==> config.mk <==
export PLATFORM = sky130hd
export DESIGN_NAME = bram2_be_init
export DESIGN_NICKNAME = d
export VERILOG_FILES = /design/src/rtl/bram2_be_init.sv
export SDC_FILE = /design/constraint.sdc
export NUM_CORES = 1
export LEC_CHECK = 0
export ABC_AREA = 1
export ABC_CLOCK_PERIOD_IN_PS = 900
export BUFFER_PORTS_ARGS = -buffer_cell sky130_fd_sc_hd__buf_4
export CAP_MARGIN = 10
export CORE_AREA = 2 2 39 41
export CTS_BUF_LIST = sky130_fd_sc_hd__clkbuf_16
export DETAILED_ROUTE_END_ITERATION = 8
export DIE_AREA = 0 0 41 43
export GPL_TIMING_DRIVEN = 0
export PLACE_DENSITY = 0.56
export SETUP_SLACK_MARGIN = 0.05
export SYNTH_ARGS = -nofsm -noshare
export SYNTH_HDL_FRONTEND = slang
export SYNTH_HIERARCHICAL = 1
export SYNTH_SLANG_ARGS = --single-unit
==> constraint.sdc <==
create_clock -name CLK -period 0.9 [get_ports CLK]
set_input_delay 0.18 -clock CLK [delete_from_list [all_inputs] [get_ports CLK]]
set_output_delay 0.18 -clock CLK [all_outputs]
set_load 0.03 [all_outputs]
==> src/rtl/bram2_be_init.sv <==
// True-dual-port RAM with byte enables, selectable same-port read mode, A-wins collision merge,
// read-valid tracking through an optional output register, and a post-reset clear sweep.
module bram2_be_init_out #(
  parameter int DW        = 1,
  parameter int PIPELINED = 0
) (
  input  logic          clk,
  input  logic          rst_n,
  input  logic          acc,
  input  logic [DW-1:0] rd,
  output logic [DW-1:0] dout,
  output logic          valid
);
  logic [DW-1:0] d1;
  logic          v1;

  always_ff @(posedge clk or negedge rst_n) begin
    if (!rst_n) begin
      d1 <= '0;
      v1 <= 1'b0;
    end else begin
      v1 <= acc;
      if (acc) d1 <= rd;
    end
  end

  generate
    if (PIPELINED != 0) begin : g_pipe
      logic [DW-1:0] d2;
      logic          v2;
      always_ff @(posedge clk or negedge rst_n) begin
        if (!rst_n) begin
          d2 <= '0;
          v2 <= 1'b0;
        end else begin
          d2 <= d1;
          v2 <= v1;
        end
      end
      assign dout  = d2;
      assign valid = v2;
    end else begin : g_direct
      assign dout  = d1;
      assign valid = v1;
    end
  endgenerate
endmodule

module bram2_be_init #(
  parameter int PIPELINED      = 0,
  parameter int ADDR_WIDTH     = 1,
  parameter int DATA_WIDTH     = 1,
  parameter int MEMSIZE        = 1,
  parameter int BYTE_WIDTH     = 8,
  parameter int WRITE_MODE     = 0,
  parameter int CLEAR_ON_RESET = 1,
  parameter logic [DATA_WIDTH-1:0] INIT_VALUE = '0,
  localparam int NBYTES = (DATA_WIDTH + BYTE_WIDTH - 1) / BYTE_WIDTH
) (
  input  logic                  CLK,
  input  logic                  RST_N,
  input  logic                  ENA,
  input  logic [NBYTES-1:0]     WEA,
  input  logic [ADDR_WIDTH-1:0] ADDRA,
  input  logic [DATA_WIDTH-1:0] DIA,
  output logic [DATA_WIDTH-1:0] DOA,
  output logic                  DOA_VALID,
  input  logic                  ENB,
  input  logic [NBYTES-1:0]     WEB,
  input  logic [ADDR_WIDTH-1:0] ADDRB,
  input  logic [DATA_WIDTH-1:0] DIB,
  output logic [DATA_WIDTH-1:0] DOB,
  output logic                  DOB_VALID,
  output logic                  INIT_DONE
);
  localparam int              IW   = (MEMSIZE > 1) ? $clog2(MEMSIZE) : 1;
  localparam logic [31:0]     MSZ  = MEMSIZE;
  localparam logic [IW-1:0]   LAST = IW'(MEMSIZE - 1);

  typedef enum logic {CLEAR, READY} state_t;

  state_t                state;
  logic [IW-1:0]         cnt;
  logic [DATA_WIDTH-1:0] mem [MEMSIZE];

  logic [DATA_WIDTH-1:0] mask_a, mask_b, old_a, old_b, mrg_a, mrg_b, rd_a, rd_b;
  logic                  in_a, in_b, acc_a, acc_b, wr_a, wr_b, same;
  logic [IW-1:0]         ia, ib;

  // Expand lane enables to a per-bit mask; the top lane may be narrower than BYTE_WIDTH.
  for (genvar i = 0; i < DATA_WIDTH; i++) begin : g_mask
    assign mask_a[i] = WEA[i / BYTE_WIDTH];
    assign mask_b[i] = WEB[i / BYTE_WIDTH];
  end

  assign in_a  = 32'(ADDRA) < MSZ;
  assign in_b  = 32'(ADDRB) < MSZ;
  assign ia    = IW'(ADDRA);
  assign ib    = IW'(ADDRB);
  assign acc_a = (state == READY) && ENA;
  assign acc_b = (state == READY) && ENB;
  assign wr_a  = acc_a && (|WEA) && in_a;
  assign wr_b  = acc_b && (|WEB) && in_b;
  assign same  = (ADDRA == ADDRB);
  assign old_a = in_a ? mem[ia] : '0;
  assign old_b = in_b ? mem[ib] : '0;

  // On a shared address A's merge is layered over B's, so A wins on lanes both enable.
  assign mrg_b = (old_b & ~mask_b) | (DIB & mask_b);
  assign mrg_a = (same && wr_b) ? ((mrg_b & ~mask_a) | (DIA & mask_a))
                                : ((old_a & ~mask_a) | (DIA & mask_a));

  always_comb begin
    rd_a = '0;
    rd_b = '0;
    if (in_a) rd_a = (WRITE_MODE != 0 && wr_a) ? mrg_a : old_a;
    if (in_b) rd_b = (WRITE_MODE != 0 && wr_b) ? ((same && wr_a) ? mrg_a : mrg_b) : old_b;
  end

  // Later non-blocking write of A overrides B on a same-address collision.
  always_ff @(posedge CLK) begin
    if (state == CLEAR) begin
      mem[cnt] <= INIT_VALUE;
    end else begin
      if (wr_b) mem[ib] <= mrg_b;
      if (wr_a) mem[ia] <= mrg_a;
    end
  end

  always_ff @(posedge CLK or negedge RST_N) begin
    if (!RST_N) begin
      state     <= (CLEAR_ON_RESET != 0) ? CLEAR : READY;
      cnt       <= '0;
      INIT_DONE <= 1'b0;
    end else begin
      case (state)
        CLEAR: begin
          cnt <= cnt + 1'b1;
          if (cnt == LAST) begin
            state     <= READY;
            INIT_DONE <= 1'b1;
          end
        end
        default: INIT_DONE <= 1'b1;
      endcase
    end
  end

  bram2_be_init_out #(.DW(DATA_WIDTH), .PIPELINED(PIPELINED)) u_out_a (
    .clk(CLK), .rst_n(RST_N), .acc(acc_a), .rd(rd_a), .dout(DOA), .valid(DOA_VALID)
  );

  bram2_be_init_out #(.DW(DATA_WIDTH), .PIPELINED(PIPELINED)) u_out_b (
    .clk(CLK), .rst_n(RST_N), .acc(acc_b), .rd(rd_b), .dout(DOB), .valid(DOB_VALID)
  );
endmodule
# == Word level (Yosys, flattened, before mapping) ==
# Memories as Yosys holds them, arrays and structs flattened.
# Index checks and enable logic that the tools add are counted.
# op_classes
addsub,1
shifts,0
bitwise_logic,10
reduce_logical,8
order_cmp,2
div_mod_pow,0
eq_ne,2
mux,18
n_mul,0
# ops
cell,n
1-bit two-way mux,18
1-bit logical AND,7
1-bit bitwise AND,5
1-bit bitwise OR,3
"1-bit less-than comparator, second input constant",2
"2-bit inequality test, second input constant",1
1-bit inverter,2
"1-bit adder, second input constant",1
1-bit equality test,1
1-bit OR reduction,1
# word_totals
input_bits,10
out_inout_bits,5
rom_bits,0
word_cells,49
latch_bits,0
ramBits,1
n_memories,1
ff_bits,7
# mem_list
memory,words,width,read_ports,rd_ports_with_merged_regs,wr,line,text
mem,1,1,2,0,2,84,logic [DATA_WIDTH-1:0] mem [MEMSIZE];

# == Logic depth before layout (Yosys ltp) ==
# Gate-level depths: netlist of run 1.
# depth
depth_word,8
mapped_depth,5
mapped_depth_nobuf,5

# == Hierarchy ==
# Netlist of run 1, hierarchy kept.
# by_module_without_submodules
module,seq_area_each_um2,area_per_inst_um2,cells_each,instances
bram2_be_init,105.1,236.5,29,1
bram2_be_init_out,50.0,65.1,6,2

# == Least setup slack after synthesis of run 1 ==
# OpenSTA, ideal clock, no wires.
# synth_timing
path_type,register -> register
startpoint,register state
endpoint,memory mem[0] (enable)
setup_time_ps,291
synth_period_minus_slack_ps,952
stages_incl_launch_ff,5
arrival_ps,661
n_path_buf,0
path_slack_ps,-52
required_ps,609
cell_sequence,dfrtp_1 -> nand2_2 -> nor2_4 -> nor2_1 -> nand2_1
# synth_rtl
item,line,text
start: declaration,82,state_t state;
start signal: assignment,132,state <= (CLEAR_ON_RESET != 0) ? CLEAR : READY;
end: declaration,84,

==> key figures, run 1 <==
Routing
  • DR top layer: met4
  • TritonRoute pass-1 iters: 2
  • Number of remaining DRC errors: 0
  • Post-DRT Antenna Nets: 0
  • WL final: 761 microns
  • Met3 routed WL: 59 microns
  • Vias per cell: 3.99
  • Routed length on met2: 360 microns
  • DR iter-0 viols: 6
  • Via count: 323
  • Drt wl/cell: 9.40 microns
  • WL met1: 318 microns

Placed design
  • Number of port buffers: 14
  • GPL Wtd Cong: 0.650
  • DP HPWL: 555 microns

Clocking
  • Clock buffer depth: 2
  • CTS root buf: clkbuf_16
  • CTS tree: done
  • H-tree lvl count: 1
  • Total CTS buffers: 3
  • Clock insertion delay at the later pin of the skew report: 0.23 ns
  • # clock sinks: 8
  • Clock-pin slew of the registers on the worst-case setup and hold paths: 0.04 ns

Critical path
  • CP cell instances: nand2_2, nor2_4, nor2_1, nand2_1
  • Crit path largest cell delay: 0.40 ns
  • Worst endpoint required time: 0.85 ns
  • Startpoint Class: flip-flop
  • WP buf/inv: 0
  • Critical Path AT: 0.92 ns
  • Largest delay share family, worst path: flip-flops
  • Setup Crit Path Kind: flip-flop to flip-flop
  • CP Capture Type: flip-flop
  • Crit Path Max Fanout: 4
  • Slowest-stage cell, CP: dfrtp_2

Yosys
  • Syn nets: 51
  • Top cell type's share of synthesized area: 0.478
  • Post-synthesis register bit count: 8
  • Top FF cell, synth: dfrtp_1
  • Number of synthesized flops with an enable pin: 1
  • Synth unique cells: 12
  • Synth Cell Area: 367 sq um
  • Count leader, synth: nand2_1
  • Synth Instances: 41
  • Synth cell count leaders: nand2_1, inv_1, dfrtp_1, nor2_1
  • Avg Synthesized Cell Area: 8.94 sq um
  • Post-synthesis sequential area ratio: 0.560
  • Fraction of registers with async set/reset: 0.875
  • Synth area leaders: dfrtp_1, nand2_1, inv_1
  • Synth warnings: 6
  • Cell taking the most area after synthesis: dfrtp_1

Timing
  • Setup Skew: 0.00318 ns
  • Peak Freq: 1030 MHz
  • Slew headroom: 0.927
  • Final Hold Fails: 0
  • Final TNS setup: -0.250 ns
  • Worst setup margin: -0.0733 ns
  • Finish-stage setup viols: 8
  • Worst-Margin Slew: 0.109 ns
  • Fin crit share: 1.08
  • Slew Viols, Final: 0
  • Unrepaired setup endpoints after global routing: true
  • Period minus WS final: 0.973 ns

Run
  • # Max-Cap Violations: 0

Hold path
  • Hold Path Class: input port to flip-flop

Final layout
  • Diode count: 0
  • Final core utilization: 0.470
  • P&R area growth vs syn: 77.5%
  • Layout cells sized above 1: 0.538
  • NumNets Final: 76

Global routing
  • GRT Total Usage: 0.103
  • Initial antenna violation count: 0
  • First-pass GRT wire length: 1150 microns
  • Vias in the first global route: 278
  • GRT overflow: 0
  • Pin count of the biggest net entering global routing: 8

Floorplan
  • # rows: 14
  • Die ar.: 1760 sq um
  • Initial Util: 0.265
  • Die Width: 41 microns
  • Top Ports: 15
  • Placeable Area: 1380 sq um
  • Die span in y: 43 microns

Run status
  • Failing checks: negative setup slack
  • Outcome: finished with violations

Power and ir drop
  • Pleak: 0.343 nW
  • VDD IR max: 741 uV
  • Power per Cell Area: 2030 nW/um^2
==> power breakdown <==
part	internal (W)	leakage, nW	switching, W
sequential	0.000386	0.0830	0.00000861
combinational	0.0000895	0.218	0.0000856
clock	0.000578	0.0423	0.000173
==> metal layers <==
| layer | up-vias | track usage |
|---|---|---|
| met4 | 0 | 0.100 |
| met2 | 14 | 0.144 |
| met5 | - | 0 |
| li1 | 165 | - |
| met1 | 142 | 0.121 |
| met3 | 2 | 0.0209 |
==> worst register-to-register path: cells and delay by family, from the launching register on <==
| kind | cells | cell delay, ns |
|---|---|---|
| simple gates | 4 | 0.30 |
| flops | 1 | 0.40 |
==> area by class of cell <==
| class | count | area [sq um] |
|---|---|---|
| fill | 138 | 733 |
| sequential | 8 | 206 |
| timing repair buffer | 20 | 175 |
| multi-input combinational | 23 | 130 |
| clock buffer | 3 | 75.1 |
| inverter | 10 | 40.0 |
| tap | 16 | 20.0 |
| clock inverter | 1 | 3.75 |
==> path summary, 6_finish.rpt <==
path                       start           end  slack [ns]  cells past startpoint
max                        state        mem[0]       -0.07                      4
min                        ADDRB  u_out_b/dout        0.20                      4
max reg2reg                state        mem[0]       -0.07                      4
min reg2reg                  cnt         state        0.48                      1
max in group asynchronous  RST_N         state        0.47                      2
min in group asynchronous  RST_N  u_out_a/dout        0.30                      2
==> metrics by stage <==
stage / cells / worst slack, ns / total power, W / hold WS (ns) / instance area (sq um)
4_1_cts: 78 / -0.0870 / 0.00132 / 0.195 / 614
3_5_place_dp: 71 / -0.110 / 0.000535 / -0.00275 / 492
6_report: 81 / -0.0733 / 0.00132 / 0.201 / 651
5_1_grt: 81 / -0.119 / 0.00137 / 0.214 / 651
3_3_place_gp: 71 / -0.109 / 0.000534 / -0.00483 / 492
2_1_floorplan: 41 / -0.0298 / 0.000467 / -0.116 / 367
==> cells by family after synthesis <==
logic type,count (synthesis),synth area share
buf+inv,10,0.106
flops,8,0.560
xor+xnor,1,0.0239
simple gates,22,0.311
==> placed cells by master (no fill, tap or decap), types with 2 or more instances in the layout <==
master,synthesis,routed
inv_2,0,3
clkbuf_16,0,3
buf_4,0,13
nand2_1,12,9
nor2_4,2,2
inv_1,9,7
nand2_2,2,5
buf_6,0,6
nor2_1,3,3
dfrtp_1,7,6
==> sequential cells by signal, summed over array words and instances (netlist names) <==
| name | count |
|---|---|
| INIT_DONE | 1 |
| mem | 1 |
| u_out_a/dout | 1 |
| u_out_b/dout | 1 |
| u_out_a/valid | 1 |
| u_out_b/valid | 1 |
| state | 1 |
| cnt | 1 |
==> timing repair <==
item,4_1_cts,5_1_grt
buffers inserted,2,3
endpoints found under the setup margin,9,10
hold buffers,1,0
gates resized for setup,5,9
hold endpoints to repair,7,0
pin swaps,2,3
Power figures use the tool's default switching activity.
==> inputs of run 2 (changes only) <==
--- a/config.mk
+++ b/config.mk
@@ -6,7 +6,7 @@
 export NUM_CORES = 1
 export LEC_CHECK = 0
 export ABC_AREA = 1
-export ABC_CLOCK_PERIOD_IN_PS = 900
+export ABC_CLOCK_PERIOD_IN_PS = 1150
 export BUFFER_PORTS_ARGS = -buffer_cell sky130_fd_sc_hd__buf_4
 export CAP_MARGIN = 10
 export CORE_AREA = 2 2 39 41
@@ -14,7 +14,7 @@
 export DETAILED_ROUTE_END_ITERATION = 8
 export DIE_AREA = 0 0 41 43
 export GPL_TIMING_DRIVEN = 0
-export PLACE_DENSITY = 0.56
+export PLACE_DENSITY = 0.55
 export SETUP_SLACK_MARGIN = 0.05
 export SYNTH_ARGS = -nofsm -noshare
 export SYNTH_HDL_FRONTEND = slang
==> constraint.sdc (replaced) <==
create_clock -name CLK -period 1.15 [get_ports CLK]
set_input_delay 0.23 -clock CLK [delete_from_list [all_inputs] [get_ports CLK]]
set_output_delay 0.23 -clock CLK [all_outputs]
set_load 0.03 [all_outputs]
==> run 2 against run 1 <==
  * The run now ends clean
  * Worst hold slack improved by 0.045 ns
  * Register-to-register slack improved by 0.23 ns
  * Worst setup slack improved by 0.22 ns
  * Via count fell by 5.3%
  * Clock skew rose by 0.00054 ns
  * Critical path type is now flip-flop to output port
  * Critical endpoint is now DOA
==> key figures, run 2 (same netlist as run 1, synthesis figures left out) <==
Placed design
  • GPL Wtd Cong: 0.658 (+1.3%)
  • # placed instances: 71 (unchanged)
  • Number of port buffers: 14 (unchanged)
  • DP HPWL: 533 microns (-3.9%)

Timing
  • Hold slack: 0.246 ns (+0.0449 ns)
  • Period minus WS final: 0.999 ns
  • Slew Viols, Final: 0 (unchanged)
  • Setup Skew: 0.00372 ns (+0.000544 ns)
  • Slew headroom: 0.898 (-0.0295)
  • Unrepaired setup endpoints after global routing: false
  • Final TNS setup: 0 ns (+0.250 ns)
  • Fin crit share: 0.869
  • Final Hold Fails: 0 (unchanged)
  • Finish-stage setup viols: 0 (-8)
  • Worst-Margin Slew: 0.154 ns (+0.0451 ns)
  • Peak Freq: 1000 MHz

Clocking
  • CTS tree: done
  • Post CTS Setup Buffer Count: 0 (-2)
  • Clock-pin slew of the registers on the worst-case setup and hold paths: 0.04 ns (about the same)
  • H-tree lvl count: 1 (unchanged)
  • CTS root buf: clkbuf_16
  • Clock buffer depth: 2 (unchanged)
  • Total CTS buffers: 3 (unchanged)
  • # clock sinks: 8 (unchanged)
  • Post-CTS Resized: 0 (-5)
  • Clock insertion delay at the later pin of the skew report: 0.23 ns (about the same)

Final layout
  • Most frequent cells in the layout: buf_4, nand2_1, inv_1
  • Fillers: 133 (-3.6%)
  • Diode count: 0 (unchanged)
  • P&R area growth vs syn: 58.4%
  • Most common cell after layout, fill and taps aside: buf_4
  • Post-route insts no fill: 76 (-6.2%)
  • Area of the multi-input gates: 123 sq um (-5.8%)
  • Reg area: 205 sq um (-0.61%)
  • NumNets Final: 71 (-6.6%)
  • Layout cells sized above 1: 0.383 (-0.155)

Power and ir drop
  • Power per Cell Area: 1740 nW/um^2 (-14%)
  • Total power: 0.00101 W (-24%)
  • Pleak: 0.316 nW (-8.0%)
  • VDD IR max: 884 uV (+19%)

Global routing
  • Vias in the first global route: 253 (-9.0%)
  • GRT overflow: 0 (unchanged)
  • First-pass GRT wire length: 979 microns (-14%)
  • Pin count of the biggest net entering global routing: 8 (unchanged)
  • Initial antenna violation count: 0 (unchanged)
  • GRT Total Usage: 0.0910 (-0.0119)

Critical path
  • Setup Crit Path Kind: flip-flop to output port
  • Largest delay share family, worst path: flip-flops
  • Critical Path AT: 0.77 ns (-0.15 ns)
  • Slowest-stage cell, CP: dfrtp_1
  • R2r startpoint: state
  • Worst endpoint required time: 0.92 ns (+0.07 ns)
  • Worst Reg-to-Reg Cells: 4 (unchanged)
  • Startpoint Class: flip-flop
  • CP cell instances: buf_4
  • WP buf/inv: 1 (+1)
  • R2R Setup Slk: 0.16 ns (+0.23 ns)
  • Crit Path Max Fanout: 2 (-2)
  • Reg2reg end: mem[0]
  • CP Capture Type: output port
  • Crit path largest cell delay: 0.37 ns (-0.03 ns)

Routing
  • DR iter-0 viols: 5 (-1)
  • Post-DRT Antenna Nets: 0 (unchanged)
  • Drt wl/cell: 9.39 microns (about the same)
  • TritonRoute pass-1 iters: 4 (+2)
  • WL final: 714 microns (-6.2%)
  • Number of remaining DRC errors: 0 (unchanged)
  • Via count: 306 (-5.3%)
  • Vias per cell: 4.03 (+0.97%)

Floorplan
  • Die ar.: 1760 sq um (unchanged)
  • Die span in y: 43 microns (unchanged)
  • Die Width: 41 microns (unchanged)
  • # rows: 14 (unchanged)
  • Top Ports: 15 (unchanged)
  • Placeable Area: 1380 sq um (unchanged)
  • Initial Util: 0.265 (unchanged)

Hold path
  • Hold_sp: ENA
  • Min-Delay Endpoint: u_out_a/valid
  • Hold Path Class: input port to flip-flop
  • WHS Path Cells: 3 (-1)

Run status
  • Outcome: completed

Run
  • # Max-Cap Violations: 0 (unchanged)
-- run 2: cell count changes in the layout (fill, tap and decap cells not counted), sizes merged --
cell and change:
buf -5, clkinv +1, inv -1
-- run 2: metrics by stage --
step | utilization | area (sq um) | setup WS (ns)
after floorplan | - | 367 | 0.198
after global placement | 0.355 | 492 | 0.155
after detailed placement | 0.355 | 492 | 0.156
after CTS | 0.420 | 581 | 0.141
after global routing | 0.420 | 581 | 0.0904
final | 0.420 | 581 | 0.151
-- run 2: worst max-delay path by stage --
stage,startpoint,endpoint,slack (ns),cells after the start
2_1_floorplan,state,mem[0],0.20,4
3_3_place_gp,state,mem[0],0.15,4
3_5_place_dp,state,mem[0],0.16,4
4_1_cts,u_out_a/dout,DOA,0.14,1
5_1_grt,state,mem[0],0.09,5
6_report,u_out_a/dout,DOA,0.15,1
-- run 2: per-layer routing --
metal	part of all wire	up-vias	GRT usage
met5	0	-	0
met3	0.087	3	0.0471
met1	0.45	132	0.0987
met2	0.43	14	0.122
met4	0.029	0	0.0800
li1	-	157	-
-- run 2: report_power, final --
part	total (W)	leakage [nW]	internal [W]	switching (W)
combinational	0.000111	0.190	0.0000487	0.0000620
sequential	0.000307	0.0833	0.000302	0.00000486
clock	0.000592	0.0423	0.000453	0.000139
-- run 2: area by class of cell --
class / count / area share
Sequential cell: 8 / 0.353
Multi-Input combinational cell: 23 / 0.211
Timing Repair Buffer: 15 / 0.198
Clock buffer: 3 / 0.129
Inverter: 10 / 0.0668
Tap cell: 16 / 0.0345
Clock inverter: 1 / 0.00647
-- run 2: what timing repair did --
item / 4_1_cts / 5_1_grt
hold buffers: 1 / 0
setup endpoints to repair: 0 / 0
hold endpoints to repair: 7 / 0
